--- config.mk ---
export PLATFORM = sky130hd
export DESIGN_NAME = spike_synapse
export DESIGN_NICKNAME = d
export VERILOG_FILES = /design/src/rtl/spike_synapse.sv
export SDC_FILE = /design/constraint.sdc
export NUM_CORES = 1
export LEC_CHECK = 0
export ABC_AREA = 1
export CELL_PAD_IN_SITES_DETAIL_PLACEMENT = 0
export CELL_PAD_IN_SITES_GLOBAL_PLACEMENT = 1
export CORE_MARGIN = 1
export CORE_UTILIZATION = 40
export DETAILED_ROUTE_END_ITERATION = 16
export HOLD_SLACK_MARGIN = 0.1
export MAX_ROUTING_LAYER = met4
export PLACE_DENSITY_LB_ADDON = 0.1
export SLEW_MARGIN = 20
export SYNTH_ARGS = -nofsm -noshare
export SYNTH_HDL_FRONTEND = slang
export SYNTH_SLANG_ARGS = --single-unit
--- constraint.sdc ---
create_clock -name clk -period 5.5 [get_ports clk]
set_input_delay 0.55 -clock clk [delete_from_list [all_inputs] [get_ports clk]]
set_output_delay 0.55 -clock clk [all_outputs]
set_load 0.01 [all_outputs]
--- src/rtl/spike_synapse.sv ---
// Weighted spike-integrating synapse. Leaky current accumulator with per-input
// signed weights, clamped to an unsigned 8-bit current, plus an event counter.
module spike_synapse #(
   parameter int                N_IN        = 4,
   parameter int                DECAY_SHIFT = 2,
   parameter logic signed [7:0] WEIGHT_INIT = 8'sd32,
   localparam int               AW          = (N_IN > 1) ? $clog2(N_IN) : 1
) (
   input  logic            clk,
   input  logic            rst_n,
   input  logic            ena,
   input  logic [N_IN-1:0] spike_in,
   input  logic            wt_wr,
   input  logic [AW-1:0]   wt_addr,
   input  logic [7:0]      wt_data,
   output logic [7:0]      current,
   output logic            sat_hi,
   output logic            sat_lo,
   output logic [7:0]      evt_cnt
);

   localparam int DATA_W  = 8;
   localparam int COEF_W  = 8;
   localparam int SUM_REQ = COEF_W + $clog2(N_IN + 1) + 2;
   localparam int ACC_W   = (SUM_REQ > 12) ? SUM_REQ : 12;

   localparam logic signed [ACC_W-1:0] U8_MAX = ACC_W'(255);
   localparam logic signed [ACC_W-1:0] U8_MIN = '0;

   logic signed [COEF_W-1:0] w [N_IN];

   logic [DATA_W-1:0]       leak_p0;
   logic signed [ACC_W-1:0] wsum_p0;
   logic signed [ACC_W-1:0] nxt_p0;
   logic [7:0]              pop_p0;
   logic                    wr_ok_p0;

   function automatic logic [DATA_W-1:0] sat_u8(input logic signed [ACC_W-1:0] v);
      if (v > U8_MAX)
         return {DATA_W{1'b1}};
      else if (v < U8_MIN)
         return '0;
      else
         return v[DATA_W-1:0];
   endfunction

   function automatic logic [DATA_W-1:0] leak_of(input logic [DATA_W-1:0] c);
      logic [DATA_W-1:0] l;
      l = c >> DECAY_SHIFT;
      // A nonzero current always leaks by at least one so it reaches zero.
      if ((c != '0) && (l == '0))
         l = DATA_W'(1);
      return l;
   endfunction

   // Stage p0: leak, weighted spike sum and popcount from current state.
   always_comb begin
      leak_p0 = leak_of(current);
      wsum_p0 = '0;
      pop_p0  = '0;
      for (int i = 0; i < N_IN; i++) begin
         if (spike_in[i]) begin
            wsum_p0 = wsum_p0 + ACC_W'(w[i]);
            pop_p0  = pop_p0 + 8'(spike_in[i]);
         end
      end
      nxt_p0   = $signed(ACC_W'(current)) - $signed(ACC_W'(leak_p0)) + wsum_p0;
      wr_ok_p0 = wt_wr && (32'(wt_addr) < N_IN);
   end

   // Registered outputs; weights written after this edge's sum used the old value.
   always_ff @(posedge clk or negedge rst_n) begin
      if (!rst_n) begin
         current <= '0;
         sat_hi  <= 1'b0;
         sat_lo  <= 1'b0;
         evt_cnt <= '0;
         for (int i = 0; i < N_IN; i++)
            w[i] <= WEIGHT_INIT;
      end else begin
         if (ena) begin
            current <= sat_u8(nxt_p0);
            sat_hi  <= (nxt_p0 > U8_MAX);
            sat_lo  <= (nxt_p0 < U8_MIN);
            evt_cnt <= evt_cnt + pop_p0;
         end
         if (wr_ok_p0)
            w[wt_addr] <= $signed(wt_data);
      end
   end

endmodule
Word-level counts from Yosys, hierarchy flattened
Cells that the tools add are included.
Storage, ports and cells
  register bits: 50
  bits of input ports: 18
  word-level logic and storage cells: 40
Cells by class
  add/sub/neg operators: 9
  order comparisons: 4
  mux-type cells: 14
  bitwise gates (word level): 1
  reductions and logical operators: 4
Operators by type and width (count)
  $mux 13: 4
  $mux 8: 6
  $add 13x8->13: 3
  $bwmux 32: 1
  $add 8x1->8: 3
  $demux 8 s2: 1
  $add 9x13->13: 1
  $gt 13x9->1 const B: 1
  $lt 13x1->1 const B: 1
  $sub 8x6->9: 1
  $add 8x8->8: 1
  $logic_not 8->1: 1
  $reduce_bool 8->1: 1
  $mux 6: 1
  $ge 3x3->1 const B: 1
  $lt 3x1->1 const B: 1
  $not 2->3: 1
  $logic_and 1x1->1: 2
  $mux 1: 1

Depth between registers and ports, before layout
Gate-level depths: netlist of run 1.
  word-level depth: 11
  gate-level depth with buffers: 43
  mapped depth without buffers: 42

Worst setup path after synthesis of run 1
Ideal clock, no wire load.
  kind: input -> register
  start: input port spike_in[0]
  end: register sat_lo
  library setup time: 0.116 ns
  data arrival time: 5.347 ns
  data required time: 5.384 ns
  path slack: 0.036 ns
  stages on the path: 36
  path buffers: 1
  cell sequence: buf_6 -> nand2_1 -> inv_1 -> ha_1 -> fa_1 -> inv_1 -> nor2_4 -> o21ai_0 -> xor2_1 -> a21oi_1 -> ha_1 -> nand4_1 -> o211a_1 -> o21ai_0 -> nand3_1 -> nand2_1 -> xnor2_1 -> nand2_1 -> and2_1 -> ha_1 -> inv_1 -> o21bai_1 -> a31oi_1 -> xor2_1 -> o21ai_1 -> ha_1 -> nand2_1 -> nor2_1 -> nand2_1 -> o211ai_1 -> a31oi_1 -> inv_1 -> nand2_4 -> nand2_2 -> nand2_1 -> nand2_1
On the way
  word-level cells in the longest chain between the ends: 9
Ends and longest elaborated chain
  start: declaration: line 12  | input logic [N_IN-1:0] spike_in,
  $mux 13 *: line 62  | if (spike_in[i]) begin
  $add 13x8->13: line 63  | wsum_p0 = wsum_p0 + ACC_W'(w[i]);
  $mux 13 *: line 62
  $add 13x8->13: line 63
  $mux 13 *: line 62
  $add 13x8->13: line 63
  $mux 13 *: line 62
  $add 9x13->13 *: line 67  | nxt_p0 = $signed(ACC_W'(current)) - $signed(ACC_W'(leak_p0)) + wsum_p0;
  $lt 13x1->1 *: line 84  | sat_lo <= (nxt_p0 < U8_MIN);
  end signal: assignment: line 84
  end: declaration: line 18  | output logic sat_lo,
Every way passes the cells marked *; elsewhere a longest branch is shown, timed or not.
A chain may end at the register's enable or synchronous reset.

Worst setup path after layout of run 1
  start: input port spike_in[0]
  end: register current[0]
On the way
  word-level cells in the longest chain between the ends: 11
Ends and longest elaborated chain
  $mux 13 *: line 62
  $add 13x8->13: line 63
  $mux 13 *: line 62
  $add 13x8->13: line 63
  $mux 13 *: line 62
  $add 13x8->13: line 63
  $mux 13 *: line 62
  $add 9x13->13 *: line 67
  $lt 13x1->1: line 41  | else if (v < U8_MIN)
  $mux 8: line 41
  $mux 8 *: line 39  | if (v > U8_MAX)
  end signal: assignment: line 82  | current <= sat_u8(nxt_p0);
  end: declaration: line 16  | output logic [7:0] current,
Marked as above.

==> summary.md, run 1 <==
| Metric | Value |
|---|---|
| Startpoint of the worst setup timing path | spike_in[0] |
| Hold Vio Cnt, Final | 0 |
| RSZ-0062 raised after global routing | yes |
| Reg2reg end | current[0]$_DFFE_PN0P_ |
| Total number of nets in the final design | 954 |
| DPL Wire Length | about 9600 um |
| Worst path arrival time | 5.65 ns |
| Clock Pin Slew Worst Setup and Hold Paths | 0.07 ns |
| Core area | about 0.012 sq mm |
| Number of storage elements in the synthesis netlist | 50 |
| Global Route Usage Sum | 0.213 |
| Transition time at the pin with the least slew margin | 0.684 ns |
| Endpoint of the worst setup timing path | current[0]$_DFFE_PN0P_ |
| Number of nets in the synthesized netlist | 783 |
| Fillers | about 1100 |
| Non-Filler Cell Area, Final | about 0.007 sq mm |
| CTS Root Cell | sky130_fd_sc_hd__clkbuf_16 |
| Number of design rule violations left after detail routing | 0 |
| Path type of the worst min-delay path | in2async |
| Leading post-synthesis cells by cell area | sky130_fd_sc_hd__dfrtp_1, sky130_fd_sc_hd__ha_1, sky130_fd_sc_hd__nand2_1 |
| Vertical die dimension | 114 um |
| Core Util, Final | 0.587 |
| Sequential cell area fraction in the yosys report | 0.250 |
| WP depth | 39 |
| GP Congestion | 0.849 |
| Critical path required time | 5.68 ns |
| Site Rows | 40 |
| Detailed Route Iter0 Violations | 187 |
| Via count of the routed design | 5037 |
| Reported leakage power | 0.00367 uW |
| Reg-to-reg slack, setup | 0.06 ns |
| Total of endpoints with negative setup slack in the final report | 0 |
| Logic depth of the worst register-to-register path | 37 |
| Area taken by flip-flops and latches | 0.00126 sq mm |
| Clock latency reported for the late side of the worst-skew pair | 0.29 ns |
| Fraction of registers with async set or reset after synthesis | 1.00 |
| Power density normalized to cell area | approximately 690 mW/mm^2 |
| CP max-delay cell | sky130_fd_sc_hd__ha_1 |
| Launch point of the worst reg-to-reg path | w[24]$_DFFE_PN0P_ |
| Average size of a mapped cell | 7.21 sq um |
| Number of maximum-capacitance constraint violations | 0 |
| Setup clock skew after layout | 0.00632 ns |
| Portion of synthesized cell area occupied by the leading cell type | 0.229 |
| Cell Area, Synth | 0.00503 sq mm |
| Most instantiated library cell after synthesis | sky130_fd_sc_hd__nand2_1 |
| Total wire length after detailed routing | 13000 um |
| Category of the worst setup path launch point | primary input |
| Count of clock tree sinks | 50 |
| CP endpoint kind | flip-flop |
| Multi-input gate area in the final layout | 0.00374 sq mm |
| Fmax | 183 MHz |
| Worst-case headroom to the max-slew limit | 0.543 |
| Number of iterations in the first detailed-routing pass | 4 |
| Run status | completed |
| Starting Density | 0.414 |
| Gate Count Post-Synth | 698 |
| Pin count of the biggest net entering global routing | 51 |
| Final worst path period share | 0.994 |
| Wire length of the first global-routing pass | 21600 um |
| Depth of the CTS H-tree | 2 |
| Initial antenna violation count | 0 |
| Number of flops mapped to enable cells by yosys | 0 |
| Share of post-route cells with drive strength above 1 | 0.295 |
| Final antenna-violating net count | 0 |
| Area added between synthesis and finish | 41.9% |
| Max-slew violations | 0 |
| Vias in the first global route | 4937 |
| CTS max path bufs | 2 |
| Critical path type | in2reg |
| Final critical path time including I/O delays and setup | 5.47 ns |
| Die area | 0.0130 sq mm |
| Most Frequent Cell on Critical Path | sky130_fd_sc_hd__buf_4 |
| Biggest area consumer among synthesized cells | sky130_fd_sc_hd__dfrtp_1 |
| Post-DR vias/cell | 4.85 |
| Hold-fix buffers at CTS | 0 |
| Ports | 36 |
| Clock tree from TritonCTS | built |
| Average wire per cell in the routed design | 12.5 um |
| Least setup slack across all paths after layout | between 0.03 and 0.04 ns |
| GR Overflow Total | 0 |
| Setup slack after placement | -0.798 ns |
| Distinct cells, synth | 44 |
| TritonCTS Buffers | 5 |
| Buffers & Inverters on Critical Path | 12 |
| Instance area at placement | 0.00632 sq mm |
| Final antenna diode count | 0 |
| VDD IR max | approximately 0.31 mV |
| Highest net fanout along the worst path | 4 |
| Width of the die | 114 um |
| Most frequently used flop master after synthesis | sky130_fd_sc_hd__dfrtp_1 |
| Port Buffers | 35 |
| CP peak stage delay | roughly 0.40 ns |
| Top cell family by delay on the critical path | buffers and inverters |
| Ys Warns | 0 |
| Most common library cells after synthesis | sky130_fd_sc_hd__nand2_1, sky130_fd_sc_hd__inv_1, sky130_fd_sc_hd__o21ai_0, sky130_fd_sc_hd__ha_1 |
==> power by group <==
group | internal (uW) | leakage (uW) | total (uW) | switching, uW
Clock | 183 | 0.0000745 | 323 | 140
Sequential | 473 | 0.000612 | 573 | 99.9
Combinational | 1990 | 0.00298 | 4040 | 2050
Total | 2650 | 0.00367 | 4940 | 2290
==> cells in the final DEF (no fill, tap or decap), types with 5 or more instances in the layout <==
master	instances
sky130_fd_sc_hd__nand3_2	9
sky130_fd_sc_hd__nor2_1	24
sky130_fd_sc_hd__dfrtp_1	46
sky130_fd_sc_hd__nand4_1	13
sky130_fd_sc_hd__ha_1	50
sky130_fd_sc_hd__xnor2_1	13
sky130_fd_sc_hd__nand3_1	32
sky130_fd_sc_hd__a31oi_1	5
sky130_fd_sc_hd__buf_4	128
sky130_fd_sc_hd__clkbuf_16	5
sky130_fd_sc_hd__inv_2	6
sky130_fd_sc_hd__buf_6	11
sky130_fd_sc_hd__a21oi_2	12
sky130_fd_sc_hd__nand2_1	169
sky130_fd_sc_hd__xor2_1	23
sky130_fd_sc_hd__fa_1	5
sky130_fd_sc_hd__nand2_4	8
sky130_fd_sc_hd__a21oi_1	34
sky130_fd_sc_hd__clkdlybuf4s50_1	33
sky130_fd_sc_hd__o21ai_1	9
sky130_fd_sc_hd__inv_1	86
sky130_fd_sc_hd__o21ai_0	50
sky130_fd_sc_hd__ha_4	8
sky130_fd_sc_hd__o21ai_2	10
sky130_fd_sc_hd__nand2_2	25
==> worst min path at each step <==
stage | endpoint | start | cells past startpoint | slack [ns]
after global placement | evt_cnt[7]$_DFFE_PN0P_ | evt_cnt[7]$_DFFE_PN0P_ | 1 | 0.46
after floorplan | current[0]$_DFFE_PN0P_ | rst_n | 0 | 0.25
final | evt_cnt[1]$_DFFE_PN0P_ | rst_n | 2 | 0.36
after detailed placement | evt_cnt[7]$_DFFE_PN0P_ | evt_cnt[7]$_DFFE_PN0P_ | 1 | 0.47
after global routing | sat_hi$_DFFE_PN0P_ | rst_n | 2 | 0.44
after CTS | sat_lo$_DFFE_PN0P_ | rst_n | 2 | 0.39
==> metrics by stage <==
stage | setup TNS (ns) | hold WS [ns] | power (uW) | cells
floorplan | 0 | 0.254 | 2460 | 698
detailed placement | -7.84 | 0.465 | 3610 | 995
CTS | 0 | 0.385 | 4350 | 1024
global route | -2.32 | 0.438 | 5370 | 1038
finish | 0 | 0.364 | 4940 | 1038
global placement | -6.81 | 0.459 | 3550 | 995
==> cell families (layout without fill, tap and decap cells) <==
logic type                 after synthesis  after routing  synth area share
and+or+nand+nor                        299            301             0.270
AOI/OAI and AO/OA                      138            138             0.154
buffers and inverters                  106            276            0.0830
adders and majority gates               67             67             0.177
DFF                                     50             50             0.250
xor gates and xnor gates                38             38            0.0661
==> timing repair <==
action	in CTS	in global routing
gates cloned	3	1
endpoints found under the setup margin	10	10
pin swaps	53	62
setup buffers	18	13
gates resized for setup	56	58
==> final cells by class <==
class / count / share of cell area
clock buffer: 7 / 0.0200
multi-input combinational: 544 / 0.523
clock inverter: 1 / 0.00123
sequential: 50 / 0.176
inverter: 94 / 0.0505
timing repair buffer: 174 / 0.200
tap: 168 / 0.0294
==> state kept, by name (all words and copies together) (netlist names) <==
signal / count
sat_hi: 1
evt_cnt: 8
w: 32
current: 8
sat_lo: 1
==> layer usage <==
metal  share of wire  global-route usage
met2            0.52               0.397
met4           0.024              0.0597
met3           0.019              0.0233
met5               0                   -
met1            0.44               0.240
(Power assumes the default switching activity.)
==> inputs of run 2 (changes only) <==
CORE_UTILIZATION = 44   (was 40)
MAX_ROUTING_LAYER = default   (was met4)
SLEW_MARGIN = 10   (was 20)
clock period = 5.4 ns   (was 5.5 ns; I/O delays follow)
==> summary.md, run 2 (synthesis results as in run 1) <==
| Metric | Value |
|---|---|
| Area added between synthesis and finish | 37.9% (was 41.9%) |
| Final worst path period share | 1.01 |
| Setup Total Neg Slack | -0.101 ns (was 0 ns) |
| Part of the power in the clock network | 0.073 (was 0.066) |
| Leading cell types in the layout, fill and taps excluded | sky130_fd_sc_hd__nand2_1, sky130_fd_sc_hd__buf_4, sky130_fd_sc_hd__inv_1 (unchanged) |
| Core area | 0.0110 sq mm (was 0.0122 sq mm) |
| Vertical die dimension | 109 um (was 114 um) |
| Number of maximum-capacitance constraint violations | 0 (unchanged) |
| DPL Wire Length | 9650 um (was 9600 um) |
| Via count of the routed design | 5001 (was 5037) |
| Hold Vio Cnt, Final | 0 (unchanged) |
| Transition time at the pin with the least slew margin | 0.665 ns (was 0.684 ns) |
| Reported leakage power | 0.00359 uW (was 0.00367 uW) |
| Reg2reg end | current[7]$_DFFE_PN0P_ (was current[0]$_DFFE_PN0P_) |
| TritonCTS Buffers | 5 (unchanged) |
| Switching power share of the total | 0.466 (was 0.464) |
| Clock tree from TritonCTS | built (unchanged) |
| RSZ-0062 raised after global routing | yes (unchanged) |
| Initial antenna violation count | 0 (unchanged) |
| Register with the most flip-flops | w (unchanged) |
| VDD IR max | 0.689 mV (was 0.308 mV) |
| Top cell family by delay on the critical path | adder cells (was buffers and inverters) |
| Internal power component | 2410 uW (was 2650 uW) |
| Critical path required time | 5.58 ns (was 5.68 ns) |
| Average wire per cell in the routed design | 12.8 um (was 12.5 um) |
| Global Route Usage Sum | 0.223 (was 0.213) |
| Violations in the final reports | setup timing |
| Port Buffers | 35 (unchanged) |
| Highest net fanout along the worst path | 5 (was 4) |
| Total number of nets in the final design | 940 (was 954) |
| Power density normalized to cell area | 652 mW/mm^2 (was 691 mW/mm^2) |
| CP peak stage delay | 0.40 ns (about the same) |
| Logic depth of the worst register-to-register path | 36 (was 37) |
| Least setup slack across all paths after layout | -0.0297 ns (was 0.0349 ns) |
| Critical path type | reg2reg (was in2reg) |
| Site Rows | 38 (was 40) |
| Buffers & Inverters on Critical Path | 6 (was 12) |
| Total of endpoints with negative setup slack in the final report | 7 (was 0) |
| Vias in the first global route | 4845 (was 4937) |
| Launch point of the worst reg-to-reg path | w[24]$_DFFE_PN0P_ (unchanged) |
| Count of clock tree sinks | 50 (unchanged) |
| Largest registers | w: 32 flops, current: 8 flops, evt_cnt: 8 flops (unchanged) |
| Reg power frac | 0.130 (was 0.116) |
| Depth of the CTS H-tree | 2 (unchanged) |
| Share of post-route cells with drive strength above 1 | 0.277 (was 0.295) |
| GP Congestion | 0.870 (was 0.849) |
| Post-Route Hold Slack | 0.357 ns (was 0.364 ns) |
| Wire length of the first global-routing pass | 21100 um (was 21600 um) |
| Setup clock skew after layout | 0.00280 ns (was 0.00632 ns) |
| Reg-to-reg slack, setup | -0.03 ns (was 0.06 ns) |
| Category of the worst setup path launch point | flip-flop (was primary input) |
| Die area | 0.0119 sq mm (was 0.0130 sq mm) |
| Final critical path time including I/O delays and setup | 5.43 ns |
| Clock Pin Slew Worst Setup and Hold Paths | 0.07 ns (about the same) |
| Number of design rule violations left after detail routing | 0 (unchanged) |
| Starting Density | 0.458 (was 0.414) |
| Fmax | 184 MHz |
| Gate power share | 0.797 (was 0.818) |
| Total wire length after detailed routing | 12700 um (was 13000 um) |
| Post-DR vias/cell | 5.02 (was 4.85) |
| CTS max path bufs | 2 (unchanged) |
| CTS Root Cell | sky130_fd_sc_hd__clkbuf_16 (unchanged) |
| CP max-delay cell | sky130_fd_sc_hd__dfrtp_1 (was sky130_fd_sc_hd__ha_1) |
| Width of the die | 109 um (was 114 um) |
| Worst path arrival time | 5.61 ns (was 5.65 ns) |
| Ports | 36 (unchanged) |
| Final antenna diode count | 0 (unchanged) |
| Max-slew violations | 0 (unchanged) |
| Path type of the worst min-delay path | in2async (unchanged) |
| Pin count of the biggest net entering global routing | 51 (unchanged) |
| Detailed Route Iter0 Violations | 205 (was 187) |
| Final antenna-violating net count | 0 (unchanged) |
| Run status | finished with violations (was completed) |
| Most common cell after layout, fill and taps aside | sky130_fd_sc_hd__nand2_1 (unchanged) |
| Flip-flop count of the largest register, all copies and words added | 32 (unchanged) |
| Worst-case headroom to the max-slew limit | 0.556 (was 0.543) |
| CP endpoint kind | flip-flop (unchanged) |
| Most Frequent Cell on Critical Path | sky130_fd_sc_hd__nand2_2 (was sky130_fd_sc_hd__buf_4) |
| Switching power | 2110 uW (was 2290 uW) |
| Clock latency reported for the late side of the worst-skew pair | 0.29 ns (about the same) |
| GR Overflow Total | 0 (unchanged) |
| Number of iterations in the first detailed-routing pass | 5 (was 4) |
run 2: cell types whose count changed in the layout (fill, tap and decap cells not counted), sizes merged:
| cell | delta |
|---|---|
| buf | -14 |
run 2: repair_timing:
item | in CTS | in global routing
pin swaps | 30 | 57
setup buffers | 8 | 13
gates resized for setup | 43 | 50
setup endpoints to repair | 10 | 10
hold buffers | 0 | 0
gates cloned | 2 | 1
run 2: worst max-delay path by stage:
| stage | from | to | depth (start not counted) |
|---|---|---|---|
| after global routing | w[24]$_DFFE_PN0P_ | sat_lo$_DFFE_PN0P_ | 40 |
| after global placement | spike_in[0] | sat_lo$_DFFE_PN0P_ | 36 |
| after floorplan | spike_in[0] | sat_lo$_DFFE_PN0P_ | 36 |
| final | w[24]$_DFFE_PN0P_ | current[7]$_DFFE_PN0P_ | 36 |
| after CTS | spike_in[0] | sat_lo$_DFFE_PN0P_ | 43 |
| after detailed placement | spike_in[0] | sat_lo$_DFFE_PN0P_ | 36 |
run 2: layout make-up:
class,count,area [sq um]
inverter,94,355
tap,140,175
timing repair buffer,160,1300
multi-input combinational,544,3710
fill,964,4040
clock buffer,7,143
sequential,50,1260
clock inverter,1,8.76
run 2: worst reg2reg max path, delay by kind of cell (launching register included):
| family | cells | cell delay, ns |
|---|---|---|
| buffers and inverters | 6 | 0.65 |
| AOI/OAI and AO/OA | 8 | 1.28 |
| and+or+nand+nor | 14 | 1.00 |
| xor gates and xnor gates | 3 | 0.54 |
| DFF | 1 | 0.40 |
| adders and majority gates | 5 | 1.44 |
run 2: routing by layer:
| layer | part of all wire | global-route usage | wire length [um] |
|---|---|---|---|
| met5 | 0 | 0 | 0 |
| met4 | 0.017 | 0.0502 | 216 |
| met3 | 0.022 | 0.0281 | 279 |
| met2 | 0.52 | 0.425 | 6620 |
| met1 | 0.44 | 0.261 | 5630 |
run 2: stage by stage:
step                      instance area, sq um  power [uW]   util  worst slack (ns)  std cells
after floorplan                           5040        2520      -            0.0641        698
after global placement                    6270        3610  0.571            -0.733        964
after detailed placement                  6270        3680  0.571            -0.864        964
after CTS                                 6630        4230  0.604           0.00503        982
after global routing                      6940        4970  0.632            -0.372        996
final                                     6940        4530  0.632           -0.0297        996
run 2: power by group through the flow:
stage / registers, uW / logic (uW) / clock network [uW]
2_1_floorplan: 597 / 1920 / 0
3_3_place_gp: 583 / 3030 / 0
3_5_place_dp: 588 / 3090 / 0
4_1_cts: 583 / 3300 / 340
5_1_grt: 605 / 4010 / 354
6_report: 589 / 3600 / 332
==> inputs of run 3 (changes only) <==
--- a/config.mk
+++ b/config.mk
@@ -11,4 +11,5 @@
 export CORE_MARGIN = 1
 export CORE_UTILIZATION = 44
+export CTS_CLUSTER_SIZE = 8
 export DETAILED_ROUTE_END_ITERATION = 16
 export HOLD_SLACK_MARGIN = 0.1
==> constraint.sdc (replaced) <==
create_clock -name clk -period 5.4 [get_ports clk]
set_input_delay 0.54 -clock clk [delete_from_list [all_inputs] [get_ports clk]]
set_output_delay 0.54 -clock clk [all_outputs]
set_load 0.005 [all_outputs]
==> results of run 3 <==
The final DEF is identical to that of run 2. Status: finished with violations: setup timing.
Among the figures that moved: total power 4530 uW -> 4500 uW
